==> src/rtl/tt_mux_select_seq_pkg.sv <==
// tt_mux_ctrl_pkg: sequencer state encoding and phase-timer width shared by the mux select block.
package tt_mux_ctrl_pkg;
  typedef enum logic [2:0] {IDLE, DIS, RST, GAP, INC_HI, INC_LO} mux_seq_state_t;
  localparam int HALF_CYC_MAX = 255;
  // Sized for the largest legal HALF_CYC so any instance fits.
  localparam int PHASE_W = $clog2(HALF_CYC_MAX + 1);
endpackage

==> src/rtl/tt_mux_select_seq_if.sv <==
// tt_mux_select_seq_if: request/status handshake plus the three mux control pins.
interface tt_mux_select_seq_if #(parameter int ADDR_W = 10);
  logic              start;
  logic [ADDR_W-1:0] addr;
  logic              busy;
  logic              done;
  logic [ADDR_W-1:0] cur_addr;
  logic              ctrl_sel_rst_n;
  logic              ctrl_sel_inc;
  logic              ctrl_ena;
  modport master (output start, addr, input busy, done, cur_addr, ctrl_sel_rst_n, ctrl_sel_inc, ctrl_ena);
  modport slave (input start, addr, output busy, done, cur_addr, ctrl_sel_rst_n, ctrl_sel_inc, ctrl_ena);
endinterface

==> src/rtl/tt_mux_phase_timer.sv <==
// tt_mux_phase_timer: loadable down-counter timing each protocol phase; expire flags the last cycle.
module tt_mux_phase_timer
  import tt_mux_ctrl_pkg::*;
#(
  parameter int HALF_CYC = 4
) (
  input  logic clk,
  input  logic reset_n,
  input  logic load_i,
  output logic expire_o
);
  logic [PHASE_W-1:0] cnt_q;
  always_ff @(posedge clk or negedge reset_n)
    if (!reset_n) cnt_q <= '0;
    else if (load_i) cnt_q <= PHASE_W'(HALF_CYC - 1);
    else if (cnt_q != '0) cnt_q <= cnt_q - 1'b1;
  assign expire_o = cnt_q == '0;
endmodule

==> src/rtl/tt_mux_select_seq.sv <==
// tt_mux_select_seq: drives disable / counter reset / N increments / enable on the TinyTapeout mux pins.
module tt_mux_select_seq
  import tt_mux_ctrl_pkg::*;
#(
  parameter int ADDR_W   = 10,
  parameter int HALF_CYC = 4
) (
  input logic clk,
  input logic reset_n,
  tt_mux_select_seq_if.slave bus
);
  mux_seq_state_t    state_q;
  logic [ADDR_W-1:0] remain_q, cur_addr_q;
  logic              busy_q, done_q, rst_n_q, inc_q, ena_q;
  logic              expire, accept_d, load_d;
  // A start coinciding with the done pulse is dropped: the sequence it overlaps is still finishing.
  assign accept_d = state_q == IDLE && bus.start && !done_q;
  assign load_d   = accept_d || (state_q != IDLE && expire);
  tt_mux_phase_timer #(.HALF_CYC(HALF_CYC)) u_timer (
    .clk      (clk),
    .reset_n  (reset_n),
    .load_i   (load_d),
    .expire_o (expire)
  );
  always_ff @(posedge clk or negedge reset_n)
    if (!reset_n) begin
      state_q    <= IDLE;
      remain_q   <= '0;
      cur_addr_q <= '0;
      busy_q     <= 1'b0;
      done_q     <= 1'b0;
      rst_n_q    <= 1'b1;
      inc_q      <= 1'b0;
      ena_q      <= 1'b0;
    end else begin
      done_q <= 1'b0;
      case (state_q)
        IDLE: if (accept_d) begin
          state_q  <= DIS;
          remain_q <= bus.addr;
          busy_q   <= 1'b1;
          ena_q    <= 1'b0;
        end
        DIS: if (expire) begin
          state_q    <= RST;
          rst_n_q    <= 1'b0;
          cur_addr_q <= '0;
        end
        RST: if (expire) begin
          state_q <= GAP;
          rst_n_q <= 1'b1;
        end
        GAP, INC_LO: if (expire) begin
          if (remain_q == '0) begin
            state_q <= IDLE;
            busy_q  <= 1'b0;
            done_q  <= 1'b1;
            ena_q   <= 1'b1;
          end else begin
            state_q    <= INC_HI;
            inc_q      <= 1'b1;
            cur_addr_q <= cur_addr_q + 1'b1;
            remain_q   <= remain_q - 1'b1;
          end
        end
        INC_HI: if (expire) begin
          state_q <= INC_LO;
          inc_q   <= 1'b0;
        end
        default: state_q <= IDLE;
      endcase
    end
  assign bus.busy           = busy_q;
  assign bus.done           = done_q;
  assign bus.cur_addr       = cur_addr_q;
  assign bus.ctrl_sel_rst_n = rst_n_q;
  assign bus.ctrl_sel_inc   = inc_q;
  assign bus.ctrl_ena       = ena_q;
endmodule

==> src/flat_wrapper.sv <==
// flat-port wrapper written by rule: the top's interface ports become plain ports
module tt_mux_select_seq_flat import tt_mux_ctrl_pkg::*;
#(
  parameter int ADDR_W   = 10,
  parameter int HALF_CYC = 4
)
  (clk, reset_n, bus_start, bus_addr, bus_busy, bus_done, bus_cur_addr, bus_ctrl_sel_rst_n, bus_ctrl_sel_inc, bus_ctrl_ena);
  tt_mux_select_seq_if #(.ADDR_W(ADDR_W)) bus_i ();
  input logic clk;
  input logic reset_n;
  input wire logic [$bits(bus_i.start)-1:0] bus_start;
  input wire logic [$bits(bus_i.addr)-1:0] bus_addr;
  output wire logic [$bits(bus_i.busy)-1:0] bus_busy;
  output wire logic [$bits(bus_i.done)-1:0] bus_done;
  output wire logic [$bits(bus_i.cur_addr)-1:0] bus_cur_addr;
  output wire logic [$bits(bus_i.ctrl_sel_rst_n)-1:0] bus_ctrl_sel_rst_n;
  output wire logic [$bits(bus_i.ctrl_sel_inc)-1:0] bus_ctrl_sel_inc;
  output wire logic [$bits(bus_i.ctrl_ena)-1:0] bus_ctrl_ena;
  assign bus_i.start = bus_start;
  assign bus_i.addr = bus_addr;
  assign bus_busy = bus_i.busy;
  assign bus_done = bus_i.done;
  assign bus_cur_addr = bus_i.cur_addr;
  assign bus_ctrl_sel_rst_n = bus_i.ctrl_sel_rst_n;
  assign bus_ctrl_sel_inc = bus_i.ctrl_sel_inc;
  assign bus_ctrl_ena = bus_i.ctrl_ena;
  tt_mux_select_seq #(.ADDR_W(ADDR_W), .HALF_CYC(HALF_CYC)) u_core (.clk(clk), .reset_n(reset_n), .bus(bus_i));
endmodule
==> config.mk <==
export PLATFORM = sky130hd
export DESIGN_NAME = tt_mux_select_seq_flat
export DESIGN_NICKNAME = d
export VERILOG_FILES = /design/src/rtl/tt_mux_select_seq_pkg.sv /design/src/rtl/tt_mux_select_seq_if.sv /design/src/rtl/tt_mux_phase_timer.sv /design/src/rtl/tt_mux_select_seq.sv /design/src/flat_wrapper.sv
export SDC_FILE = /design/constraint.sdc
export NUM_CORES = 1
export LEC_CHECK = 0
export ABC_AREA = 1
export BUFFER_PORTS_ARGS = -buffer_cell sky130_fd_sc_hd__clkbuf_2
export CAP_MARGIN = 25
export CELL_PAD_IN_SITES_DETAIL_PLACEMENT = 1
export CELL_PAD_IN_SITES_GLOBAL_PLACEMENT = 1
export CORE_UTILIZATION = 45
export CTS_CLUSTER_DIAMETER = 30
export DETAILED_ROUTE_END_ITERATION = 10
export HOLD_SLACK_MARGIN = 0.12
export PLACE_DENSITY_LB_ADDON = 0.1
export SYNTH_ARGS = -nofsm -noshare
export SYNTH_HDL_FRONTEND = slang
export SYNTH_SLANG_ARGS = --single-unit
==> constraint.sdc <==
create_clock -name clk -period 2.5 [get_ports clk]
set_input_delay 0.125 -clock clk [delete_from_list [all_inputs] [get_ports clk]]
set_output_delay 0.125 -clock clk [all_outputs]
set_load 0.02 [all_outputs]
==> Yosys cells after proc, flatten, opt, wreduce, memory -nomap -nowiden <==
Index checks and enable logic that the tools add are counted.
{ "word_totals": {"output_inout_bits": 15, "reg_bits": 36, "input_bits": 13, "word_cells": 80} }
{ "op_classes": {"mux": 34, "reduce_logical": 22, "n_eq_ne": 12, "addsub": 3} }
{ "ops": {"columns": ["cell", "n"], "rows": [
  ["2-to-1 mux 10 bit", 6],
  ["case mux 10 bit (2 select lines)", 2],
  ["2-to-1 mux 3 bit", 6],
  ["2-to-1 mux 8 bit", 2],
  ["AND reduction 4 bit", 4],
  ["case mux 3 bit (5 select lines)", 1],
  ["2-to-1 mux 1 bit", 13],
  ["!= test 2 x 1 -> 1 bit (second input constant)", 6],
  ["adder 10 x 1 -> 10 bit (second input constant)", 1],
  ["zero test 10 bit", 1],
  ["nonzero test 2 bit", 5],
  ["subtractor 10 x 1 -> 10 bit (second input constant)", 1],
  ["zero test 8 bit", 1],
  ["case mux 1 bit (2 select lines)", 4],
  ["nonzero test 8 bit", 1],
  ["subtractor 8 x 1 -> 8 bit (second input constant)", 1],
  ["== test 3 x 2 -> 1 bit (second input constant)", 2],
  ["== test 3 bit (second input constant)", 2],
  ["AND reduction 5 bit", 1],
  ["== test 3 x 1 -> 1 bit (second input constant)", 1],
  ["logical AND 1 bit", 3],
  ["zero test 3 bit", 1],
  ["AND reduction 3 bit", 1],
  ["nonzero test 3 bit", 1],
  ["other kinds (4)", 4]
]} }

==> Longest topological paths before layout <==
{ "depth": {"ltp_word": 5, "depth_mapped": 11, "ltp_nobuf": 10} }

==> By module <==
From an unflattened synthesis, not the netlist that was laid out.
{ "unflattened": {"hier_cells": 318, "hier_area_um2": 2364.8} }
{ "by_module_without_submodules": {"columns": ["mod", "seq_area_each_um2", "n_inst", "cells_per_inst", "area_each_um2"], "rows": [
  ["tt_mux_select_seq", 701.9, 1, 259, 1871.8],
  ["tt_mux_phase_timer", 200.2, 1, 59, 493.0]
]} }

==> Least setup slack after synthesis <==
No wires, ideal clock.
{ "synth_timing": {"path_type": "flip-flop to flip-flop", "start": "register u_core.remain_q[0]", "end": "register u_core.remain_q[6]", "arrival_ps": 1470, "required_time_ps": 2380, "slack_ps": 910, "path_buffers": 1, "setup_ps": 120, "period_less_slack_ps": 1590, "stages_incl_launch_ff": 11, "path_cell_list": "dfrtp_1 > inv_1 > ha_1 > nand2_1 > nor2_1 > nand3_1 > nand2_4 > nor2_8 > buf_8 > nand2_1 > nand2_1"} }
{ "synth_between": {"elab_chain_len": 4, "word_cells_on_any_way": 7, "cone_classes": "add/sub (1); eq/ne (1); mux (3); reduce/logical (2)"} }
{ "synth_lines": {"columns": ["element", "line_no", "rtl"], "rows": [
  ["from (decl)", "tt_mux_select_seq.sv:13", "logic [ADDR_W-1:0] remain_q, cur_addr_q;"],
  ["from (signal assigned)", "tt_mux_select_seq.sv:40", "remain_q <= bus.addr;"],
  ["from (signal assigned)", "tt_mux_select_seq.sv:63", "remain_q <= remain_q - 1'b1;"],
  ["subtractor 10 x 1 -> 10 bit", "tt_mux_select_seq.sv:63", null],
  ["2-to-1 mux 10 bit", "tt_mux_select_seq.sv:54", "if (remain_q == '0) begin"],
  ["2-to-1 mux 10 bit", "tt_mux_select_seq.sv:53", "GAP, INC_LO: if (expire) begin"],
  ["case mux 10 bit (2 select lines)", "tt_mux_select_seq.sv:37", "case (state_q)"]
]} }
Several ways; a longest one is shown, not always the timed one. The select of a mux whose other input is x is not followed.
A chain may end at the register's enable or synchronous reset.

==> Final worst setup path <==
{ "layout_timing": {"start": "register u_core.remain_q[0]", "end": "register u_core.cur_addr_q[1], in the netlist u_core.bus.cur_addr[1]"} }
{ "layout_between": {"elab_chain_len": 3} }
{ "layout_lines": {"columns": ["element", "line_no", "rtl"], "rows": [
  ["zero test 10 bit", "tt_mux_select_seq.sv:54", null],
  ["!= test 2 bit (no source line)", null, null],
  ["AND reduction 4 bit (no source line)", null, null],
  ["to (signal assigned)", "tt_mux_select_seq.sv:62", "cur_addr_q <= cur_addr_q + 1'b1;"],
  ["to (decl)", "tt_mux_select_seq.sv:13", null]
]} }
Every way passes these cells.

==> flow_summary.yaml <==
critical_path:
  critical_path.endpoint: "u_core.bus.cur_addr[1]"
  worstPathArrival_ps: 2290
  cp-startpoint: "u_core.remain_q[0]"
  timing_worst_setup_path_type: "register to register"
  endpoint_kind: "register"
  rr_worst_depth: 9
  worst_r2r_startpoint: "u_core.remain_q[0]"
  start_kind: "register"
  worst-endpoint-required_ps: 2670
  r2r_slack_ps: 370
  timing.critical_path.fanout_max: 12
  r2r-end: "u_core.bus.cur_addr[1]"
final_layout:
  finalCoreUtilization_pct: 53.4
  nNetsFinal: 354
  mostFrequentLayoutCells: "nand2_1, inv_1, dfrtp_1, nor2_1"
  fillCellCount: 640
  area_growth_syn_to_layout_pct: 13.6
  leading_cell_type_in_the_layout_fill_and_taps_excluded: "nand2_1"
  share_of_layout_cells_above_drive_strength_1_pct: 18.0
  num_antenna_cells: 0
route:
  wire_per_inst_um: 13.7
  via_count: 2083
  drt_pass1_iterations: 4
  drcViolationCount: 0
  ant_nets: 0
  drt_iter0_markers: 84
  viasPerCell: 5.14
  route.final.wire_length_mm: 5.56
die:
  total_core_area_um2: 4750
  die_width_um: 72.5
  ioPinCount: 28
  start_util_pct: 47.0
  fp-row-count: 25
  die_height_um: 72.5
  die_area_um2: 5250
sta:
  max_slew_margin_pct: 68.2
  achievable-frequency_mhz: 470
  fin_worst_skew_ps: 7.44
  setup-violations-final: 0
  min_period_ps: 2130
  timing_max_transition_violations_final: 0
  worst_slew_pin_slew_ps: 473
  setup_total_negative_slack_ps: 0
  final.setup.worst_slack_ps: 374
  post-route-period-util_pct: 85.1
  rsz_0062_raised_after_global_routing: "false"
  number_of_hold_violations_in_the_final_report: 0
power:
  power.total_mw: 1.01
  p_per_area_nw_per_um2: 400
  power.leakage_nw: 1.26
  vdd_ir_drop_max_uv: 263
synthesis:
  synth_warnings: 0
  synth_seq_area_share_pct: 40.4
  synth_top_area_share_pct: 39.2
  synth.net_count: 321
  ys_top_cells_by_area: "dfrtp_1, nand2_1, inv_1, nand3_1, o21ai_0"
  synth_top_area_cell: "dfrtp_1"
  mappedNetlistArea_um2: 2230
  register_bit_count_reported_by_yosys: 36
  unique_cell_type_count_in_the_yosys_netlist: 32
  syn-mean-instance-area_um2: 7.35
  syn-instance-count: 304
place:
  gp_congestion: 0.778
  port_buffers: 27
  preCtsSetupSlack_ps: 421
  dp_hpwl_mm: 4.17
global_routing:
  wire_length_of_the_first_global_routing_pass_mm: 9.63
  gr-usage-all-layers_pct: 23.9
  via_count_of_the_first_global_routing_pass: 2162
  antenna_found_initial: 0
  grt_max_degree: 37
  grt.overflow.total: 0
cts:
  cts.path.max_buffers: 2
  cts_resized: 0
  clkTransAtPathRegs_ps: 70
  clock_sink_count: 36
  buffer_type_at_the_clock_tree_root: "clkbuf_8"
  post-cts-setup-buffer-count: 0
  tritoncts_clock_tree: "yes"
  cts_max_level: 2
  worstSkewPairLatency_ps: 290
  cts-buffers-inserted: 5
hold_path:
  hp-class: "input pin to register"
run_status:
  outcome: "complete, no violations"
flow_run:
  max_cap_viols: 0
[timing repair]
item / in CTS / in global routing
hold buffers: 2 / 0
hold endpoints to repair: 36 / 0
setup endpoints to repair: 0 / 0
[state kept, by name, summed over array words and instances (netlist names)]
signal,cells
u_core.bus.ctrl_sel_rst_n,1
u_core.u_timer.cnt_q,8
u_core.remain_q,10
u_core.state_q,3
u_core.bus.busy,1
u_core.bus.done,1
u_core.bus.ctrl_ena,1
u_core.bus.cur_addr,10
u_core.bus.ctrl_sel_inc,1
[layer usage]
layer | vias to the layer above | GRT usage, % | share of wire [%]
met2 | 32 | 40.6 | 49
met4 | 0 | 6.97 | 1.0
li1 | 1038 | - | -
met1 | 1007 | 30.8 | 47
met5 | - | 0 | 0
met3 | 6 | 4.72 | 3.0
[final cells by class]
type,count,area [um^2],share of cell area [%]
multi-input combinational,223,1130,44.7
sequential,36,902,35.5
timing repair buffer,32,190,7.49
inverter,39,146,5.77
tap,67,83.8,3.30
clock buffer,7,76.3,3.01
clock inverter,1,5.00,0.197
[critical path: stages, from the launching register on]
cell     delay, ps
dfrtp_1        370
inv_1          130
ha_1           220
nand2_1        130
nor2_1         210
nand3_1        210
nand2_1        330
inv_1          210
nand3_1        110
o21ai_0         90
[cell usage after synthesis]
master / count
nand4_1: 4
nor2_8: 1
nand2_1: 90
dfstp_2: 1
nor3b_1: 1
nand2_4: 2
buf_2: 2
nand3_1: 27
buf_6: 1
a21oi_1: 4
inv_1: 37
o21ai_4: 1
o31ai_1: 2
a21oi_2: 1
buf_8: 1
o211ai_1: 1
nor2_4: 1
nand3_2: 2
nor2_1: 29
nor3_1: 7
xor2_1: 6
o21ai_2: 6
a22o_1: 1
buf_4: 2
nor2_2: 2
or2_2: 2
ha_1: 4
nand2_2: 4
inv_2: 2
dfrtp_1: 35
o21ai_0: 23
o21bai_1: 2
[where the power goes]
part | switching [mW] | total, mW | internal (mW)
Clock | 0.201 | 0.396 | 0.196
Sequential | 0 | 0.582 | 0.582
Combinational | 0.0200 | 0.0357 | 0.0156
Total | 0.221 | 1.01 | 0.793
[cells by family after synthesis]
family / count (synthesis) / synth area share (%)
AO/OA/AOI/OAI: 41 / 11.6
adder cells (fa/ha/maj): 4 / 2.24
AND/OR/NAND/NOR: 172 / 34.6
buffers and inverters: 45 / 8.85
XOR/XNOR: 6 / 2.35
flip-flops: 36 / 40.4
[per-stage QoR]
stage                     cells  instance area, um^2  hold WS [ps]
after floorplan             304                 2230          -171
after global placement      394                 2420           317
after detailed placement    394                 2420           316
after CTS                   404                 2520           131
after global routing        405                 2540           178
final                       405                 2540           133
[worst min-delay path by stage]
stage	from	to	slack [ps]	cells past startpoint
finish	bus_addr[7]	u_core.remain_q[7]	130	5
floorplan	reset_n	u_core.bus.busy	-170	0
CTS	bus_addr[7]	u_core.remain_q[7]	130	5
global route	bus_addr[7]	u_core.remain_q[7]	180	5
global placement	reset_n	u_core.bus.cur_addr[8]	320	1
detailed placement	reset_n	u_core.bus.cur_addr[8]	320	1
Note: power is estimated with default switching activity, not from simulation.
